===== config.mk =====
export PLATFORM = sky130hd
export DESIGN_NAME = bullet_arena
export DESIGN_NICKNAME = d
export VERILOG_FILES = /design/src/rtl/battle_pkg.sv /design/src/rtl/collision_check.sv /design/src/rtl/bullet_arena.sv
export SDC_FILE = /design/constraint.sdc
export NUM_CORES = 1
export LEC_CHECK = 0
export CORE_ASPECT_RATIO = 1.5
export CORE_MARGIN = 2
export CORE_UTILIZATION = 57
export CTS_CLUSTER_DIAMETER = 30
export DETAILED_ROUTE_END_ITERATION = 10
export GPL_TIMING_DRIVEN = 1
export PLACE_DENSITY_LB_ADDON = 0.12
export SETUP_SLACK_MARGIN = 0.2
export SLEW_MARGIN = 20
export SYNTH_ARGS = -nofsm -noshare
export SYNTH_HDL_FRONTEND = slang
export SYNTH_SLANG_ARGS = --single-unit

===== constraint.sdc =====
create_clock -name i_clk -period 17.4 [get_ports i_clk]
set_input_delay 3.48 -clock i_clk [delete_from_list [all_inputs] [get_ports i_clk]]
set_output_delay 3.48 -clock i_clk [all_outputs]
set_load 0.02 [all_outputs]

===== src/rtl/battle_pkg.sv =====
// rtl/battle_pkg.sv - shared state, colour and effect definitions for the battle datapath
package battle_pkg;

  typedef enum logic [2:0] {S_IDLE, S_RUN, S_MOVE, S_SCAN, S_DRAIN, S_DONE} state_t;
  typedef enum logic [1:0] {E_NONE, E_DMG, E_HEAL} effect_t;

  localparam logic [2:0] C_WHITE  = 3'd0;
  localparam logic [2:0] C_BLUE   = 3'd1;
  localparam logic [2:0] C_ORANGE = 3'd2;
  localparam logic [2:0] C_GREEN  = 3'd3;

  localparam int DEF_HP_MAX = 100;
  localparam int DEF_DMG    = 5;
  localparam int DEF_HEAL   = 3;

  // Blue punishes moving through it, orange punishes standing still.
  function automatic effect_t color_effect(input logic [2:0] color, input logic moving);
    case (color)
      C_WHITE:  color_effect = E_DMG;
      C_BLUE:   color_effect = moving ? E_DMG : E_NONE;
      C_ORANGE: color_effect = moving ? E_NONE : E_DMG;
      C_GREEN:  color_effect = E_HEAL;
      default:  color_effect = E_DMG;
    endcase
  endfunction

endpackage


===== src/rtl/collision_check.sv =====
// rtl/collision_check.sv - combinational AABB overlap of two square boxes
// Box ends are formed one bit wider so edges near the coordinate limit never wrap.
module collision_check #(
  parameter int COORD_W = 8
) (
  input  logic [COORD_W-1:0] i_ax,
  input  logic [COORD_W-1:0] i_ay,
  input  logic [COORD_W-1:0] i_asize,
  input  logic [COORD_W-1:0] i_bx,
  input  logic [COORD_W-1:0] i_by,
  input  logic [COORD_W-1:0] i_bsize,
  output logic               o_overlap
);

  logic [COORD_W:0] w_ax_end, w_ay_end, w_bx_end, w_by_end;

  assign w_ax_end = {1'b0, i_ax} + {1'b0, i_asize};
  assign w_ay_end = {1'b0, i_ay} + {1'b0, i_asize};
  assign w_bx_end = {1'b0, i_bx} + {1'b0, i_bsize};
  assign w_by_end = {1'b0, i_by} + {1'b0, i_bsize};

  assign o_overlap = ({1'b0, i_ax} < w_bx_end) && ({1'b0, i_bx} < w_ax_end) &&
                     ({1'b0, i_ay} < w_by_end) && ({1'b0, i_by} < w_ay_end);

endmodule


===== src/rtl/bullet_arena.sv =====
// rtl/bullet_arena.sv - N-slot bullet pool: spawn, move, sequential player hit scan, HP
// Slots move in parallel on a tick, then one slot per cycle is tested against the player box.
module bullet_arena
  import battle_pkg::*;
#(
  parameter int N_BULLETS = 8,
  parameter int COORD_W   = 8,
  parameter int HP_W      = 8,
  parameter int HP_MAX    = DEF_HP_MAX,
  parameter int DMG       = DEF_DMG,
  parameter int HEAL      = DEF_HEAL,
  parameter int X_MIN     = 0,
  parameter int X_MAX     = 255,
  parameter int Y_MIN     = 0,
  parameter int Y_MAX     = 255,
  localparam int IW       = $clog2(N_BULLETS)
) (
  input  logic                 i_clk,
  input  logic                 i_reset,
  input  logic                 i_tick,
  input  logic                 i_run,
  input  logic                 i_hp_reload,
  input  logic                 i_spawn_valid,
  output logic                 o_spawn_ready,
  input  logic [COORD_W-1:0]   i_spawn_x,
  input  logic [COORD_W-1:0]   i_spawn_y,
  input  logic [3:0]           i_spawn_dx,
  input  logic [3:0]           i_spawn_dy,
  input  logic [COORD_W-1:0]   i_spawn_size,
  input  logic [2:0]           i_spawn_color,
  input  logic [COORD_W-1:0]   i_player_x,
  input  logic [COORD_W-1:0]   i_player_y,
  input  logic [COORD_W-1:0]   i_player_size,
  input  logic                 i_player_moving,
  input  logic [IW-1:0]        i_rd_index,
  output logic [2*COORD_W-1:0] o_rd_pos,
  output logic [COORD_W-1:0]   o_rd_size,
  output logic [2:0]           o_rd_color,
  output logic                 o_rd_active,
  output logic [HP_W-1:0]      o_hp,
  output logic                 o_is_death,
  output logic                 o_hit_pulse,
  output logic [IW-1:0]        o_hit_index,
  output logic [IW:0]          o_active_count,
  output logic                 o_wave_done,
  output logic                 o_tick_overrun
);

  logic [COORD_W-1:0]   r_x [N_BULLETS];
  logic [COORD_W-1:0]   r_y [N_BULLETS];
  logic [COORD_W-1:0]   r_size [N_BULLETS];
  logic [3:0]           r_dx [N_BULLETS];
  logic [3:0]           r_dy [N_BULLETS];
  logic [2:0]           r_color [N_BULLETS];
  logic [N_BULLETS-1:0] r_active;
  state_t               r_state;
  logic [IW-1:0]        r_scan_idx;
  logic                 r_pending, r_overrun;
  logic [HP_W-1:0]      r_hp;
  logic                 r_death, r_hit_pulse, r_wave_done;
  logic [IW-1:0]        r_hit_index;
  logic [2*COORD_W-1:0] r_rd_pos;
  logic [COORD_W-1:0]   r_rd_size;
  logic [2:0]           r_rd_color;
  logic                 r_rd_active;

  int                   w_nx [N_BULLETS];
  int                   w_ny [N_BULLETS];
  logic [N_BULLETS-1:0] w_keep;
  logic                 w_any_free, w_spawn_ready, w_spawn_fire, w_tick_go, w_take;
  logic [IW-1:0]        w_free_idx;
  logic [IW:0]          w_count;
  logic                 w_overlap, w_hit;
  effect_t              w_eff;

  // Candidate slot uses r_active only, so a slot freed this cycle is never reused in the same cycle.
  always_comb begin
    w_any_free = 1'b0;
    w_free_idx = '0;
    w_count    = '0;
    for (int i = N_BULLETS - 1; i >= 0; i--) begin
      if (!r_active[i]) begin
        w_any_free = 1'b1;
        w_free_idx = IW'(i);
      end
      w_count = w_count + {{IW{1'b0}}, r_active[i]};
    end
  end

  always_comb begin
    for (int i = 0; i < N_BULLETS; i++) begin
      w_nx[i]   = int'(r_x[i]) + int'($signed(r_dx[i]));
      w_ny[i]   = int'(r_y[i]) + int'($signed(r_dy[i]));
      w_keep[i] = (w_nx[i] >= X_MIN) && (w_nx[i] <= X_MAX) && (w_nx[i] < (1 << COORD_W)) &&
                  (w_ny[i] >= Y_MIN) && (w_ny[i] <= Y_MAX) && (w_ny[i] < (1 << COORD_W));
    end
  end

  collision_check #(.COORD_W(COORD_W)) u_collision (
    .i_ax     (r_x[r_scan_idx]),
    .i_ay     (r_y[r_scan_idx]),
    .i_asize  (r_size[r_scan_idx]),
    .i_bx     (i_player_x),
    .i_by     (i_player_y),
    .i_bsize  (i_player_size),
    .o_overlap(w_overlap)
  );

  assign w_hit         = (r_state == S_SCAN) && r_active[r_scan_idx] && w_overlap;
  assign w_eff         = color_effect(r_color[r_scan_idx], i_player_moving);
  assign w_spawn_ready = ((r_state == S_RUN) || (r_state == S_SCAN)) && w_any_free && !r_death;
  assign w_spawn_fire  = w_spawn_ready && i_spawn_valid;
  assign w_tick_go     = i_tick || r_pending;
  assign w_take        = w_tick_go && ((r_state == S_RUN) || ((r_state == S_DRAIN) && (w_count != '0)));

  always_ff @(posedge i_clk or posedge i_reset) begin
    if (i_reset) begin
      r_state     <= S_IDLE;
      r_active    <= '0;
      r_scan_idx  <= '0;
      r_pending   <= 1'b0;
      r_overrun   <= 1'b0;
      r_hp        <= HP_W'(HP_MAX);
      r_death     <= 1'b0;
      r_hit_pulse <= 1'b0;
      r_hit_index <= '0;
      r_wave_done <= 1'b0;
      r_rd_pos    <= '0;
      r_rd_size   <= '0;
      r_rd_color  <= '0;
      r_rd_active <= 1'b0;
      for (int i = 0; i < N_BULLETS; i++) begin
        r_x[i]     <= '0;
        r_y[i]     <= '0;
        r_size[i]  <= '0;
        r_dx[i]    <= '0;
        r_dy[i]    <= '0;
        r_color[i] <= '0;
      end
    end else begin
      r_hit_pulse <= 1'b0;
      r_wave_done <= 1'b0;
      // A tick that cannot be acted on now waits in a one-deep slot; a second one is lost.
      if (w_take) begin
        r_pending <= r_pending && i_tick;
      end else if (i_tick) begin
        if (r_pending) r_overrun <= 1'b1;
        r_pending <= 1'b1;
      end
      case (r_state)
        S_IDLE: if (i_run) begin
          r_state  <= S_RUN;
          r_active <= '0;
        end
        S_RUN: begin
          if (w_tick_go) r_state <= S_MOVE;
          else if (!i_run) r_state <= S_DRAIN;
        end
        S_DRAIN: begin
          if (w_count == '0) begin
            r_state     <= S_DONE;
            r_wave_done <= 1'b1;
          end else if (w_tick_go) begin
            r_state <= S_MOVE;
          end
        end
        S_MOVE: begin
          for (int i = 0; i < N_BULLETS; i++) begin
            r_x[i] <= COORD_W'(w_nx[i]);
            r_y[i] <= COORD_W'(w_ny[i]);
          end
          r_active   <= r_active & w_keep;
          r_scan_idx <= '0;
          r_state    <= S_SCAN;
        end
        S_SCAN: begin
          if (w_hit) begin
            r_active[r_scan_idx] <= 1'b0;
            if (!r_death && (w_eff != E_NONE)) begin
              r_hit_pulse <= 1'b1;
              r_hit_index <= r_scan_idx;
              if (w_eff == E_HEAL) begin
                r_hp <= (r_hp >= HP_W'(HP_MAX - HEAL)) ? HP_W'(HP_MAX) : r_hp + HP_W'(HEAL);
              end else if (r_hp > HP_W'(DMG)) begin
                r_hp <= r_hp - HP_W'(DMG);
              end else begin
                r_hp    <= '0;
                r_death <= 1'b1;
              end
            end
          end
          if (r_scan_idx == IW'(N_BULLETS - 1)) r_state <= i_run ? S_RUN : S_DRAIN;
          else r_scan_idx <= r_scan_idx + IW'(1);
        end
        S_DONE:  r_state <= S_IDLE;
        default: r_state <= S_IDLE;
      endcase
      if (w_spawn_fire) begin
        r_x[w_free_idx]      <= i_spawn_x;
        r_y[w_free_idx]      <= i_spawn_y;
        r_dx[w_free_idx]     <= i_spawn_dx;
        r_dy[w_free_idx]     <= i_spawn_dy;
        r_size[w_free_idx]   <= i_spawn_size;
        r_color[w_free_idx]  <= i_spawn_color;
        r_active[w_free_idx] <= 1'b1;
      end
      if (i_hp_reload) begin
        r_hp    <= HP_W'(HP_MAX);
        r_death <= 1'b0;
      end
      if (int'(i_rd_index) < N_BULLETS) begin
        r_rd_pos    <= {r_x[i_rd_index], r_y[i_rd_index]};
        r_rd_size   <= r_size[i_rd_index];
        r_rd_color  <= r_color[i_rd_index];
        r_rd_active <= r_active[i_rd_index];
      end else begin
        r_rd_pos    <= '0;
        r_rd_size   <= '0;
        r_rd_color  <= '0;
        r_rd_active <= 1'b0;
      end
    end
  end

  assign o_spawn_ready  = w_spawn_ready;
  assign o_rd_pos       = r_rd_pos;
  assign o_rd_size      = r_rd_size;
  assign o_rd_color     = r_rd_color;
  assign o_rd_active    = r_rd_active;
  assign o_hp           = r_hp;
  assign o_is_death     = r_death;
  assign o_hit_pulse    = r_hit_pulse;
  assign o_hit_index    = r_hit_index;
  assign o_active_count = w_count;
  assign o_wave_done    = r_wave_done;
  assign o_tick_overrun = r_overrun;

endmodule


Yosys cells after proc, flatten, opt, wreduce, memory -nomap -nowiden
Cells that the tools add are included.
- add/subtract/negate cells: 30
- $mul: 0
- divide/modulo/power cells: 0
- $lt $le $gt $ge: 63
- eq/ne operators: 16
- shift operators: 0
- mux-type cells: 101
- bitwise operators: 8
- reduce and logical (&&, ||, !) cells: 74
- operators with widths (cell ; number):
    64-bit two-way mux ; 4
    64-bit bitwise mux ; 3
    8-bit two-way mux ; 23
    9-bit by 4-bit adder with 10-bit output ; 16
    10-bit by 1-bit greater-or-equal comparator with 1-bit output (second input constant) ; 16
    10-bit by 9-bit less-or-equal comparator with 1-bit output (second input constant) ; 16
    10-bit < comparator (second input constant) ; 16
    8-bit binary-select mux with 3-bit select ; 6
    32-bit bitwise mux ; 2
    3-bit two-way mux ; 21
    1-bit logical AND ; 55
    8-bit by 8-bit adder with 9-bit output ; 4
    8-bit by 9-bit < comparator with 1-bit output ; 4
    1-bit two-way mux ; 27
    24-bit bitwise mux ; 1
    8-bit demux with 3-bit select ; 1
    8-bit one-hot mux with 3 select lines ; 1
    3-bit binary-select mux with 3-bit select ; 2
    4-bit by 1-bit adder with 4-bit output ; 4
    8-bit bitwise AND ; 2
    3-bit one-hot mux with 5 select lines ; 1
    4-bit demux with 3-bit select ; 1
    3-bit by 2-bit equality test with 1-bit output (second input constant) ; 4
    4-bit greater-or-equal comparator (second input constant) ; 3
    other kinds (38) ; 59
- register bits: 338
- latch bits: 0
- bits in writable memories: 0
- bits in read-only memories: 0
- input port bits: 69
- output and inout bits: 48
- word-level logic and storage cells: 354
- memories: 0

Longest topological paths before layout
- depth in word-level cells: 15
- mapped depth: 25
- gate-level depth less buffers: 21

Modules after synthesis
A second synthesis with hierarchy kept.
- cells, all modules: 2629
- area total of the unflattened synthesis: 24322.1 um2
- by module, submodules not included (module ; times used ; cells an instance ; area each (um2) ; sequential area each (um2)):
    bullet_arena ; 1 ; 2409 ; 22555.4 ; 8461.9
    collision_check ; 1 ; 220 ; 1766.7 ; 0.0

Worst setup path before layout
No wires, ideal clock.
- kind: input -> register
- start: in i_player_y[0]
- end: reg r_hp[0] (netlist: o_hp[0])
- arrival time: 7095 ps
- data required time: 17267 ps
- path slack: 10171 ps
- cell stages on the path: 16
- cells stage by stage: ha_1 > fa_1 > a211oi_1 > nor2_1 > o22ai_1 > xor2_1 > ha_1 > a2111o_1 > a2111oi_4 > a22oi_1 > a311oi_2 > nand4_4 > a211oi_4 > buf_6 > mux2i_1 > nor2_1
- longest elaborated chain between the ends: 7
- ends and longest elaborated chain (what ; RTL line ; text):
    start, declared ; bullet_arena.sv:32 ; input logic [COORD_W-1:0] i_player_y,
    8-bit by 8-bit adder with 9-bit output ; collision_check.sv:20 ; assign w_by_end = {1'b0, i_by} + {1'b0, i_bsize};
    8-bit by 9-bit < comparator with 1-bit output ; collision_check.sv:23 ; ({1'b0, i_ay} < w_by_end) && ({1'b0, i_by} < w_ay_end);
    1-bit logical AND ; collision_check.sv:22 ; assign o_overlap = ({1'b0, i_ax} < w_bx_end) && ({1'b0, i_bx} < w_ax_end) &&
    1-bit logical AND (*) ; collision_check.sv:23 ;
    1-bit logical AND (*) ; bullet_arena.sv:109 ; assign w_hit = (r_state == S_SCAN) && r_active[r_scan_idx] && w_overlap;
    2-bit nonzero test (no line) (*) ; -- ;
    3-bit AND reduction (no line) (*) ; -- ;
    end signal, assigned ; bullet_arena.sv:123 ; r_hp <= HP_W'(HP_MAX);
    end signal, assigned ; bullet_arena.sv:183 ; r_hp <= (r_hp >= HP_W'(HP_MAX - HEAL)) ? HP_W'(HP_MAX) : r_hp + HP_W'(HEAL);
    end signal, assigned ; bullet_arena.sv:185 ; r_hp <= r_hp - HP_W'(DMG);
    end, declared ; bullet_arena.sv:59 ; logic [HP_W-1:0] r_hp;
Every way passes the cells marked *; elsewhere a longest branch is shown, timed or not.
A chain may end at the register's enable or synchronous reset.

Final worst setup path
- start: in i_player_size[1]
- end: reg r_hp[3] (netlist: o_hp[3])
- longest elaborated chain between the ends: 8
- ends and longest elaborated chain (what ; RTL line ; text):
    start, declared ; bullet_arena.sv:33 ; input logic [COORD_W-1:0] i_player_size,
    8-bit by 8-bit adder with 9-bit output ; collision_check.sv:19 ; assign w_bx_end = {1'b0, i_bx} + {1'b0, i_bsize};
    8-bit by 9-bit < comparator with 1-bit output ; collision_check.sv:22 ;
    1-bit logical AND ; collision_check.sv:22 ;
    1-bit logical AND (*) ; collision_check.sv:22 ;
    1-bit logical AND (*) ; collision_check.sv:23 ;
    1-bit logical AND (*) ; bullet_arena.sv:109 ;
    2-bit nonzero test (no line) (*) ; -- ;
    3-bit AND reduction (no line) (*) ; -- ;
Marks and branches as above.

==> reports/metrics.sh <==
GLOBALROUTE.TOTALOVERFLOW=0
ROUTE.ANTENNA.REMAINING_NETS=0
SYNTH-WARNING-COUNT=0
CRITPATHLAUNCHTYPE='input port'
CRITPATHMOSTFREQUENTCELL='sky130_fd_sc_hd__a21oi_1'
TIMING.FMAX_MHz=125
POST_SYNTH_MUX_AREA_SHARE_PCT=14.3
POWER.IR.VDD_WORST_mV=0.0999
CORE.ROWCOUNT=92
HPWLAFTERDP_UM=51700
WORST_SLEW_MARGIN_REL_PCT=16.8
CLOCK-SINKS=338
YS_DOMINANT_REG_CELL='sky130_fd_sc_hd__dfrtp_1'
SYNTH-EDFF-COUNT=0
DRIVE_ABOVE_1_SHARE_PCT=15.7
POSTSYNTH.ASYNCRESETSHARE_PCT=100
CRITICAL_PATH_ARRIVAL_NS=8.47
SYNTH_XOR_XNOR_AREA_SHARE_PCT=3.35
SYN2LAYOUT_AREA_GROWTH_PCT=17.4
SYNTHSIMPLEGATEAREAFRAC_PCT=14.3
GRT_MAX_DEGREE=124
SYNTHESIS.NETS=2842
REPORT.FINAL.SLEW_VIOL_COUNT=0
CTSHTREEMAXLEVEL=3
CELL_WITH_THE_MOST_INSTANCES_AFTER_SYNTHESIS='sky130_fd_sc_hd__dfrtp_1'
SETUP_WS_NS=9.41
CRITPATHKIND='input port to register'
CTS_HOLD_BUFFERS=0
POST_PLACEMENT_SETUP_SLACK_NS=8.88
CRIT_REQUIRED_NS=17.88
ROUTABILITY_CONGESTION_ESTIMATE_FROM_GLOBAL_PLACEMENT=0.934
PERIOD_NEEDED_NS=7.99
FINALHOLDVIOLCOUNT=0
MAXCAPVIOLATIONS=0
TRITONCTS.NUM_BUFFERS=72
YOSYS.AREA.TOP_TYPE_SHARE_PCT=34.5
HOLD_PATH_CLASS='register to register'
PORT_BUFFERS=116
VIAS=20900
FINAL.PERIOD_UTILIZATION_PCT=45.9
STATUS='finished, final reports clean'
SYNTH_FA_HA_AREA_SHARE_PCT=12.8
DRTPASS1ITERATIONS=5
NETLIST-CELL-TYPE-COUNT=73
POSTSYNTHAREAPERCELL_SQ_UM=9.58
POST_LAYOUT_INSTANCE_COUNT_EXCLUDING_FILLER_CELLS=3239
WORST_CLOCK_SKEW_NS=0.0207
REPORT.POWER.TOTAL_mW=5.64
POST-ROUTE-DRC-COUNT=0
LARGEST_CELLS_BY_AREA_AFTER_SYNTHESIS='sky130_fd_sc_hd__dfrtp_1, sky130_fd_sc_hd__ha_1, sky130_fd_sc_hd__mux2_2, sky130_fd_sc_hd__mux4_2, sky130_fd_sc_hd__nand2_1'
SYN-INSTANCE-COUNT=2538
CHIPWIDTH_UM=173
N_ANTENNA_CELL=0
WORST_PIN_SLEW_NS=1.25
SLOWEST_CELL_ON_CRIT_PATH='sky130_fd_sc_hd__a211oi_4'
CP_SLOWEST_STAGE_DELAY_NS=0.73
CRITICAL_PATH.CELL_CHAIN='clkdlybuf4s50_1 > ha_1 > a21o_1 > a21oi_1 > o21bai_1 > a21oi_1 > o21bai_1 > a21oi_1 > xor2_1 > ha_1 > a2111o_1 > a2111oi_4 > a22oi_1 > a311oi_2 > nand4_4 > a211oi_4 > o211ai_1 > a32o_1'
CLOCK_PATH_BUFFERS=3
CORE_AREA_SQ_UM=42000
GRT_PASS1_VIAS=21200
ROUTED_VIA_DENSITY=6.44
WORST_SETUP_PATH_END_KIND='register'
SYNTHESIZED_AREA_FRACTION_OCCUPIED_BY_AO_OA_AOI_AND_OAI_CELLS_PCT=16.2
SETUP_REPAIR_AFTER_GLOBAL_ROUTING_MISSED_ITS_MARGIN='no'
SYN_AREA_SQ_UM=24300
INITIALDRTVIOLATIONCOUNT=1708
CTS_TREE='done'
ROOT_BUFFER='sky130_fd_sc_hd__clkbuf_16'
SYNTH-SEQ-AREA-SHARE_PCT=34.8
CLK_TRANSITION_REPORTED_PATHS_NS=0.05
SYNTH_TOP_FAMILY_BY_AREA='compound AO/OA/AOI/OAI gates'
DIEAREA_SQ_UM=44400
FINAL_NET_COUNT=2921
SYNTH.CELLS.MOST_FREQUENT='sky130_fd_sc_hd__dfrtp_1, sky130_fd_sc_hd__nand2_1, sky130_fd_sc_hd__ha_1, sky130_fd_sc_hd__nor2_1, sky130_fd_sc_hd__mux2_2'
NUM-FILL-CELLS=3292
GLOBAL_ROUTE.USAGE.TOTAL_PCT=33.6
Y_DIMENSION_OF_THE_DIE_UM=257
FINALSETUPVIOLCOUNT=0
DRT_WL_TOTAL_UM=74700
IO_PINS=117
YS_FF_LATCH=338
ROUTED_WIRE_LENGTH_PER_INSTANCE_UM=23.1
NETLIST.TOP_CELL.BY_AREA='sky130_fd_sc_hd__dfrtp_1'
CLKLATENCYLATEPIN_NS=0.60
POWER.DENSITY_CELL_AREA_nW_PER_UM2=198
POSTCTSSETUPREPAIRBUFS=0
INITIAL_ANTENNA_VIOLATION_COUNT=3
CTS_REPAIR_RESIZE_COUNT=0
POST-PLACE-CELLS=3107
STATIC-LEAKAGE-POWER_nW=13.0
SETUP_TNS_NS=0
INITIAL_CORE_UTIL_PCT=57.9
WORST-PATH-MAX-FANOUT=19
GRT_FIRST_PASS_WIRELENGTH_UM=117000
[critical path: cells and delay by family]
family / cells / cell delay, ns
AO/OA/AOI/OAI: 13 / 3.55
XOR/XNOR: 1 / 0.09
adder cells (fa/ha/maj): 2 / 0.48
buffers and inverters: 1 / 0.57
AND/OR/NAND/NOR: 1 / 0.28
[flip-flops by register name, summed over array words and instances, names as in the netlist, 3 cells and up]
register	count
o_rd_pos	16
r_active	8
o_rd_color	3
r_x	64
r_state	3
r_dx	32
r_color	24
r_y	64
r_size	64
o_rd_size	8
o_hp	8
o_hit_index	3
r_dy	32
r_scan_idx	3
[metrics by stage]
stage	utilization, %	area [sq um]	hold slack [ns]
after global routing	67.9	28500	0.504
after CTS	67.9	28500	0.466
after detailed placement	61.6	25900	0.451
final	67.9	28500	0.461
after global placement	61.6	25900	0.451
after floorplan	-	24300	0.450
[kinds of logic (layout without fill, tap and decap cells)]
group / Yosys count / after routing
buffers and inverters: 258 / 395
muxes: 246 / 246
DFF: 338 / 338
and+or+nand+nor: 758 / 758
xor gates and xnor gates: 93 / 93
AOI/OAI and AO/OA: 610 / 610
adders and majority gates: 235 / 235
[routing by layer]
metal / GRT usage [%] / routed length (um) / up-vias / part of all wire (%)
met5: 0 / 24 / - / 0.032
met4: 21.8 / 5170 / 4 / 6.9
met3: 5.81 / 5380 / 302 / 7.2
met2: 56.3 / 35800 / 958 / 48
met1: 40.1 / 28300 / 10200 / 38
li1: - / - / 9374 / -
[cell usage in the layout, fill, tap and decap left out, drive strengths merged, types with 13 or more instances in the layout]
cell / instances
buf: 31
nand3: 24
mux4: 64
a31oi: 66
mux2: 163
ha: 211
xor2: 33
o211ai: 20
nand4: 24
bufinv: 13
nor2: 184
nor3: 53
nand2: 303
a211oi: 15
dfrtp: 335
o21bai: 17
nand2b: 38
o21a: 31
xnor2: 60
clkdlybuf4s50: 113
clkinv: 18
a21oi: 162
clkbuf: 92
nor2b: 59
a21o: 23
fa: 24
o21ai: 118
inv: 123
and3: 15
a22oi: 79
mux2i: 19
[worst paths after layout]
kind / start / end / slack [ns] / depth (start not counted)
min in group asynchronous: i_reset / o_rd_size[2]$_DFF_PP0_ / 3.41 / 2
max in group asynchronous: i_reset / r_y[50]$_DFF_PP0_ / 11.59 / 4
hold / removal: o_tick_overrun$_DFFE_PP0P_ / o_tick_overrun$_DFFE_PP0P_ / 0.46 / 1
hold reg to reg: o_tick_overrun$_DFFE_PP0P_ / o_tick_overrun$_DFFE_PP0P_ / 0.46 / 1
setup / recovery: i_player_size[1] / o_hp[3]$_DFFE_PP0P_ / 9.41 / 18
setup reg to reg: r_scan_idx[1]$_DFFE_PP0P_ / o_hp[3]$_DFFE_PP0P_ / 10.30 / 20
[area by class of cell]
cell class                      instances  area, sq um  area share, %
Multi-Input combinational cell       1942        14900           52.3
Sequential cell                       338         8460           29.7
Clock buffer                           92         2030           7.11
Timing Repair Buffer                  144         1360           4.76
Tap cell                              564          706           2.47
Clock inverter                         40          613           2.15
Inverter                              119          454           1.59
[where the power goes]
part	internal, mW	switching [mW]	total (mW)
logic	1.20	1.57	2.78
registers	1.05	0.322	1.37
clock network	1.02	0.471	1.49
total	3.27	2.37	5.64
(Power assumes the default switching activity.)
